==> config.mk <==
export PLATFORM = sky130hd
export DESIGN_NAME = capture_sequencer
export DESIGN_NICKNAME = d
export VERILOG_FILES = /design/src/rtl/capture_pkg.sv /design/src/rtl/spi_adc_rx.sv /design/src/rtl/capture_sequencer.sv
export SDC_FILE = /design/constraint.sdc
export NUM_CORES = 1
export LEC_CHECK = 0
export ABC_AREA = 1
export CAP_MARGIN = 40
export CELL_PAD_IN_SITES_DETAIL_PLACEMENT = 1
export CELL_PAD_IN_SITES_GLOBAL_PLACEMENT = 2
export CORE_UTILIZATION = 34
export CTS_BUF_LIST = sky130_fd_sc_hd__clkbuf_2
export CTS_CLUSTER_SIZE = 12
export DETAILED_ROUTE_END_ITERATION = 12
export GPL_TIMING_DRIVEN = 0
export PLACE_DENSITY_LB_ADDON = 0.15
export SYNTH_ARGS = -nofsm -noshare
export SYNTH_HDL_FRONTEND = slang
export SYNTH_HIERARCHICAL = 1
export SYNTH_SLANG_ARGS = --single-unit
==> constraint.sdc <==
create_clock -name clk -period 3.75 [get_ports clk]
set_clock_uncertainty 0.2 [all_clocks]
set_input_delay 0.5625 -clock clk [delete_from_list [all_inputs] [get_ports clk]]
set_output_delay 0.5625 -clock clk [all_outputs]
set_load 0.01 [all_outputs]
==> src/rtl/capture_pkg.sv <==
// Shared types and default constants for the frame-capture controller and its SPI ADC receiver.
package capture_pkg;

  typedef enum logic [2:0] {
    CS_IDLE,
    CS_SETTLE,
    CS_CONVERT,
    CS_WRITE,
    CS_DONE
  } cap_state_e;

  localparam int unsigned DEF_ROWS       = 112;
  localparam int unsigned DEF_COLS       = 112;
  localparam int unsigned DEF_CLK_DIV    = 4;
  localparam int unsigned DEF_SPI_BITS   = 16;
  localparam int unsigned DEF_PIX_W      = 12;
  localparam int unsigned DEF_SETTLE_CYC = 8;
  localparam int unsigned DEF_ADDR_W     = 14;

  // Counter width that stays at least one bit for degenerate counts.
  function automatic int unsigned cnt_width(input int unsigned n);
    return (n > 1) ? $clog2(n) : 1;
  endfunction

endpackage

==> src/rtl/spi_adc_rx.sv <==
// SPI mode-0 receiver for one ADC conversion: clock divider, bit counter and sample shifter.
module spi_adc_rx
  import capture_pkg::*;
#(
  parameter int unsigned CLK_DIV  = DEF_CLK_DIV,
  parameter int unsigned SPI_BITS = DEF_SPI_BITS,
  parameter int unsigned PIX_W    = DEF_PIX_W
) (
  input  logic             clk,
  input  logic             RESET,
  input  logic             go,
  input  logic             abort,
  input  logic             miso,
  output logic             cs,
  output logic             SPI_CLK,
  output logic [PIX_W-1:0] sample,
  output logic             ready
);

  localparam int unsigned DivW = cnt_width(CLK_DIV);
  localparam int unsigned BitW = cnt_width(SPI_BITS);
  localparam logic [DivW-1:0] DivLast = DivW'(CLK_DIV - 1);
  localparam logic [BitW-1:0] BitLast = BitW'(SPI_BITS - 1);

  logic             cs_q, cs_d;
  logic             sclk_q, sclk_d;
  logic [DivW-1:0]  div_q, div_d;
  logic [BitW-1:0]  bit_q, bit_d;
  logic [PIX_W-1:0] shift_q, shift_d;
  logic             ready_q, ready_d;

  always_comb begin
    cs_d    = cs_q;
    sclk_d  = sclk_q;
    div_d   = div_q;
    bit_d   = bit_q;
    shift_d = shift_q;
    if (abort) begin
      cs_d   = 1'b1;
      sclk_d = 1'b0;
    end else if (cs_q) begin
      if (go) begin
        cs_d   = 1'b0;
        sclk_d = 1'b0;
        div_d  = '0;
        bit_d  = '0;
      end
    end else if (div_q != DivLast) begin
      div_d = div_q + DivW'(1);
    end else begin
      div_d = '0;
      if (!sclk_q) begin
        sclk_d  = 1'b1;
        shift_d = {shift_q[PIX_W-2:0], miso};
      end else begin
        sclk_d = 1'b0;
        if (bit_q == BitLast) begin
          cs_d = 1'b1;
        end else begin
          bit_d = bit_q + BitW'(1);
        end
      end
    end
    // Flag the final cs-low cycle so the parent can register the write on the same edge cs rises.
    ready_d = !cs_d && sclk_d && (bit_d == BitLast) && (div_d == DivLast);
  end

  always_ff @(posedge clk) begin
    if (RESET) begin
      cs_q    <= 1'b1;
      sclk_q  <= 1'b0;
      div_q   <= '0;
      bit_q   <= '0;
      shift_q <= '0;
      ready_q <= 1'b0;
    end else begin
      cs_q    <= cs_d;
      sclk_q  <= sclk_d;
      div_q   <= div_d;
      bit_q   <= bit_d;
      shift_q <= shift_d;
      ready_q <= ready_d;
    end
  end

  assign cs      = cs_q;
  assign SPI_CLK = sclk_q;
  assign sample  = shift_q;
  assign ready   = ready_q;

endmodule

==> src/rtl/capture_sequencer.sv <==
// Frame-capture controller: walks the pixel array, settles, converts via SPI ADC, writes the buffer.
module capture_sequencer
  import capture_pkg::*;
#(
  parameter int unsigned ROWS       = DEF_ROWS,
  parameter int unsigned COLS       = DEF_COLS,
  parameter int unsigned CLK_DIV    = DEF_CLK_DIV,
  parameter int unsigned SPI_BITS   = DEF_SPI_BITS,
  parameter int unsigned PIX_W      = DEF_PIX_W,
  parameter int unsigned SETTLE_CYC = DEF_SETTLE_CYC,
  parameter int unsigned ADDR_W     = DEF_ADDR_W
) (
  input  logic                       clk,
  input  logic                       RESET,
  input  logic                       start,
  input  logic                       abort,
  input  logic                       miso,
  output logic                       cs,
  output logic                       SPI_CLK,
  output logic [cnt_width(ROWS)-1:0] row_sel,
  output logic [cnt_width(COLS)-1:0] col_sel,
  output logic                       wr_en,
  output logic [ADDR_W-1:0]          wr_addr,
  output logic [PIX_W-1:0]           wr_data,
  output logic                       busy,
  output logic                       done,
  output logic                       startCaptureTP,
  output logic [7:0]                 frame_count
);

  localparam int unsigned RowW = cnt_width(ROWS);
  localparam int unsigned ColW = cnt_width(COLS);
  localparam int unsigned SetW = cnt_width(SETTLE_CYC);
  localparam logic [RowW-1:0] RowLast    = RowW'(ROWS - 1);
  localparam logic [ColW-1:0] ColLast    = ColW'(COLS - 1);
  localparam logic [SetW-1:0] SettleLast = SetW'(SETTLE_CYC - 1);

  cap_state_e       state_q, state_d;
  logic [RowW-1:0]  row_q, row_d;
  logic [ColW-1:0]  col_q, col_d;
  logic [ADDR_W-1:0] addr_q, addr_d;
  logic [SetW-1:0]  settle_q, settle_d;
  logic             wr_en_q, wr_en_d;
  logic [ADDR_W-1:0] wr_addr_q, wr_addr_d;
  logic [PIX_W-1:0] wr_data_q, wr_data_d;
  logic             busy_q, busy_d;
  logic             done_q, done_d;
  logic             tp_q, tp_d;
  logic [7:0]       fc_q, fc_d;

  logic             go;
  logic             rx_ready;
  logic [PIX_W-1:0] rx_sample;

  spi_adc_rx #(
    .CLK_DIV (CLK_DIV),
    .SPI_BITS(SPI_BITS),
    .PIX_W   (PIX_W)
  ) u_rx (
    .clk    (clk),
    .RESET  (RESET),
    .go     (go),
    .abort  (abort),
    .miso   (miso),
    .cs     (cs),
    .SPI_CLK(SPI_CLK),
    .sample (rx_sample),
    .ready  (rx_ready)
  );

  always_comb begin
    state_d   = state_q;
    row_d     = row_q;
    col_d     = col_q;
    addr_d    = addr_q;
    settle_d  = settle_q;
    wr_en_d   = 1'b0;
    wr_addr_d = wr_addr_q;
    wr_data_d = wr_data_q;
    busy_d    = busy_q;
    done_d    = 1'b0;
    tp_d      = 1'b0;
    fc_d      = fc_q;
    go        = 1'b0;
    if (abort && (state_q != CS_IDLE)) begin
      state_d = CS_IDLE;
      busy_d  = 1'b0;
    end else begin
      unique case (state_q)
        CS_IDLE: begin
          if (start && !abort) begin
            state_d  = CS_SETTLE;
            row_d    = '0;
            col_d    = '0;
            addr_d   = '0;
            settle_d = '0;
            busy_d   = 1'b1;
            tp_d     = 1'b1;
          end
        end
        CS_SETTLE: begin
          if (settle_q == SettleLast) begin
            go      = 1'b1;
            state_d = CS_CONVERT;
          end else begin
            settle_d = settle_q + SetW'(1);
          end
        end
        CS_CONVERT: begin
          if (rx_ready) begin
            state_d   = CS_WRITE;
            wr_en_d   = 1'b1;
            wr_addr_d = addr_q;
            wr_data_d = rx_sample;
          end
        end
        CS_WRITE: begin
          if ((row_q == RowLast) && (col_q == ColLast)) begin
            state_d = CS_DONE;
            done_d  = 1'b1;
            busy_d  = 1'b0;
            fc_d    = fc_q + 8'd1;
          end else begin
            state_d  = CS_SETTLE;
            settle_d = '0;
            // Running address tracks row*COLS+col without a multiplier.
            addr_d   = addr_q + ADDR_W'(1);
            if (col_q == ColLast) begin
              col_d = '0;
              row_d = row_q + RowW'(1);
            end else begin
              col_d = col_q + ColW'(1);
            end
          end
        end
        CS_DONE: state_d = CS_IDLE;
        default: state_d = CS_IDLE;
      endcase
    end
  end

  always_ff @(posedge clk) begin
    if (RESET) begin
      state_q   <= CS_IDLE;
      row_q     <= '0;
      col_q     <= '0;
      addr_q    <= '0;
      settle_q  <= '0;
      wr_en_q   <= 1'b0;
      wr_addr_q <= '0;
      wr_data_q <= '0;
      busy_q    <= 1'b0;
      done_q    <= 1'b0;
      tp_q      <= 1'b0;
      fc_q      <= '0;
    end else begin
      state_q   <= state_d;
      row_q     <= row_d;
      col_q     <= col_d;
      addr_q    <= addr_d;
      settle_q  <= settle_d;
      wr_en_q   <= wr_en_d;
      wr_addr_q <= wr_addr_d;
      wr_data_q <= wr_data_d;
      busy_q    <= busy_d;
      done_q    <= done_d;
      tp_q      <= tp_d;
      fc_q      <= fc_d;
    end
  end

  assign row_sel        = row_q;
  assign col_sel        = col_q;
  assign wr_en          = wr_en_q;
  assign wr_addr        = wr_addr_q;
  assign wr_data        = wr_data_q;
  assign busy           = busy_q;
  assign done           = done_q;
  assign startCaptureTP = tp_q;
  assign frame_count    = fc_q;

endmodule

==> impl_metrics.yaml <==
sta:
  finalSetupTns_ps: 0
  setup_ws_ps: 1260
  finalSetupViolations: 0
  worst_pin_slew_ps: 750
  fmax_ghz: 0.402
  rsz0062_at_grt: "false"
  slew_headroom: 0.500
  period_share: 0.663
  finalCriticalPeriod_ps: 2490
  finalMaxSlewViolations: 0
  worst_hold_slack_ps: 284
  hold_viol_final: 0
power_and_ir_drop:
  p_sw_uw: 592
  p_seq_frac: 0.557
  leakage_nw: 2.09
  power_frac_comb: 0.146
  power.internal_mw: 1.28
  switching_share: 0.316
  clkPwrFrac: 0.298
  powerDensity_nw_per_um2: 348
  vdd_ir_drop_max_mv: 0.204
clocking:
  cts_root_buffer: "clkbuf_2"
  numCtsBuffers: 9
  clkTransAtPathRegs_ps: 270
  cts_hold_buf: 0
  cts_sinks: 93
  htree_num_levels: 3
  cts_tree: "built"
  clkLatencyLatePin_ps: 630
  postCtsSetupRepairBufs: 0
  cts_resized: 0
  clock_path_buffers: 2
worst_setup_path:
  crit_buf_inv: 1
  critical_path.cell_chain: "clkdlybuf4s50_1"
  cp_max_fo: 7
  reg2reg_from: "state_q[0]"
  startpoint: "u_rx/SPI_CLK"
  critical_path.endpoint_type: "primary output"
  cp_slowest_cell: "clkdlybuf4s50_1"
  critPathKind: "reg -> out"
  startpoint_type: "flip-flop"
  crit_path_max_incr_delay_ps: 590
  worst-endpoint-required_ps: 2990
  arrival_ps: 1720
  critPathTopFamily: "buffers and inverters"
min_path:
  min_from: "addr_q[10]"
  hold_path.class: "reg -> reg"
routing:
  routedWlPerCell_um: 14.0
  drt_pass1_iterations: 4
  ant_nets: 0
  vias_per_cell: 4.80
  via_count: 4315
  wl_um: 12600
  drt-initial-drc-count: 85
  drc_errors: 0
grt:
  grt_pass1_wl_um: 20800
  grtUsageTotal: 0.200
  grt_pass1_vias: 4327
  overflow: 0
  grt_max_degree: 18
  antenna_found_initial: 0
status:
  status: "complete, no violations"
placed_design:
  dp_slack_ps: 1020
  numPortBuffers: 58
  hpwl_um: 9550
  finalWeightedCongestion: 0.784
floorplan:
  row_count: 41
  ios: 59
  fp.dieArea_um2: 13600
  die_w_um: 117
  initial_core_util: 0.351
  core_um2: 12700
  die_h_um: 117
synth:
  synth.distinct_cells: 31
  synth_nets: 667
  syn_avg_cell_area_um2: 6.84
  synthesis.area_um2: 4470
  seq_area_frac_synth: 0.417
  yosys_warnings: 6
  ys_seq_elements: 93
  syn_inst: 653
finish:
  most-common-layout-cells: "145 x nand2_1, 126 x nor2_1, 93 x dfxtp_1"
  diodes: 0
  fin_nets: 736
  drive_gt1_frac: 0.0839
  final_common_cell: "nand2_1"
  n_fill_cell: 1688
  syn_to_final_growth_pct: 20.6
job:
  cap_viol_max_count: 0
cells in the mapped netlist (all sizes together):
cell | instances | area [um2]
nand2 | 153 | 599
nor2 | 137 | 562
dfxtp | 93 | 1860
inv | 69 | 259
o21ai | 58 | 313
a21oi | 44 | 220
nand3 | 39 | 220
buf | 11 | 76.3
clkbuf | 11 | 41.3
ha | 9 | 113
nor3 | 8 | 40.0
nand4 | 7 | 43.8
xor2 | 6 | 52.6
o21bai | 2 | 18.8
xnor2 | 2 | 17.5
clkinv | 1 | 5.00
nand3b | 1 | 7.51
nor3b | 1 | 7.51
o21a | 1 | 7.51
flip-flops by register name, indices dropped and copies added (netlist names), 2 cells and up:
register / cells
wr_data: 12
u_rx/div_q: 2
frame_count: 8
row_sel: 7
addr_q: 14
u_rx/sample: 12
u_rx/bit_q: 4
state_q: 3
wr_addr: 14
settle_q: 3
col_sel: 7
through the flow:
| stage | utilization | area (um2) | std cells | power (mW) |
|---|---|---|---|---|
| 6_report | 0.423 | 5390 | 899 | 1.87 |
| 5_1_grt | 0.423 | 5390 | 899 | 1.97 |
| 4_1_cts | 0.423 | 5390 | 899 | 1.90 |
| 3_5_place_dp | 0.414 | 5260 | 883 | 1.33 |
| 3_3_place_gp | 0.414 | 5260 | 883 | 1.32 |
| 2_1_floorplan | - | 4470 | 653 | 1.23 |
cell type report:
cell class	count	area (um2)	area share
Tap cell	172	215	0.0400
Multi-Input combinational cell	468	2220	0.413
Clock buffer	9	45.0	0.00836
Sequential cell	93	1860	0.346
Clock inverter	7	78.8	0.0146
Buffer	22	118	0.0218
Timing Repair Buffer	58	581	0.108
Inverter	70	264	0.0490
final timing paths:
path	endpoint	slack [ps]	cells after the start
worst max-delay path	SPI_CLK	1260	1
worst min-delay path	wr_addr[10]	280	2
worst max register to register	u_rx/ready	1530	12
worst min register to register	wr_addr[10]	280	2
per-layer routing:
metal  track usage  vias to the layer above  part of all wire
li1              -                     2201                 -
met1         0.243                     2057              0.48
met2         0.351                       45              0.48
met3        0.0317                       12             0.023
met4        0.0844                        0             0.017
met5             0                        -                 0
power groups by stage:
stage	Clock (mW)	Sequential [mW]	Combinational [mW]
after floorplan	0	1.06	0.169
after global placement	0	1.06	0.267
after detailed placement	0	1.06	0.275
after CTS	0.582	1.04	0.276
after global routing	0.610	1.05	0.310
final	0.557	1.04	0.273
cells by family (layout without fill, tap and decap cells):
group,count (synthesis),after routing,share of synthesized area
adder cells (fa/ha/maj),9,9,0.0252
AND/OR/NAND/NOR,346,346,0.331
AO/OA/AOI/OAI,105,105,0.125
buffers and inverters,92,166,0.0855
flip-flops,93,93,0.417
XOR/XNOR,8,8,0.0157
worst min-delay path, cell delays in order (launching register included):
cell	delay (ps)
dfxtp_1	380
inv_1	70
a21oi_1	50
No activity file was read; power rests on OpenSTA's default activity.
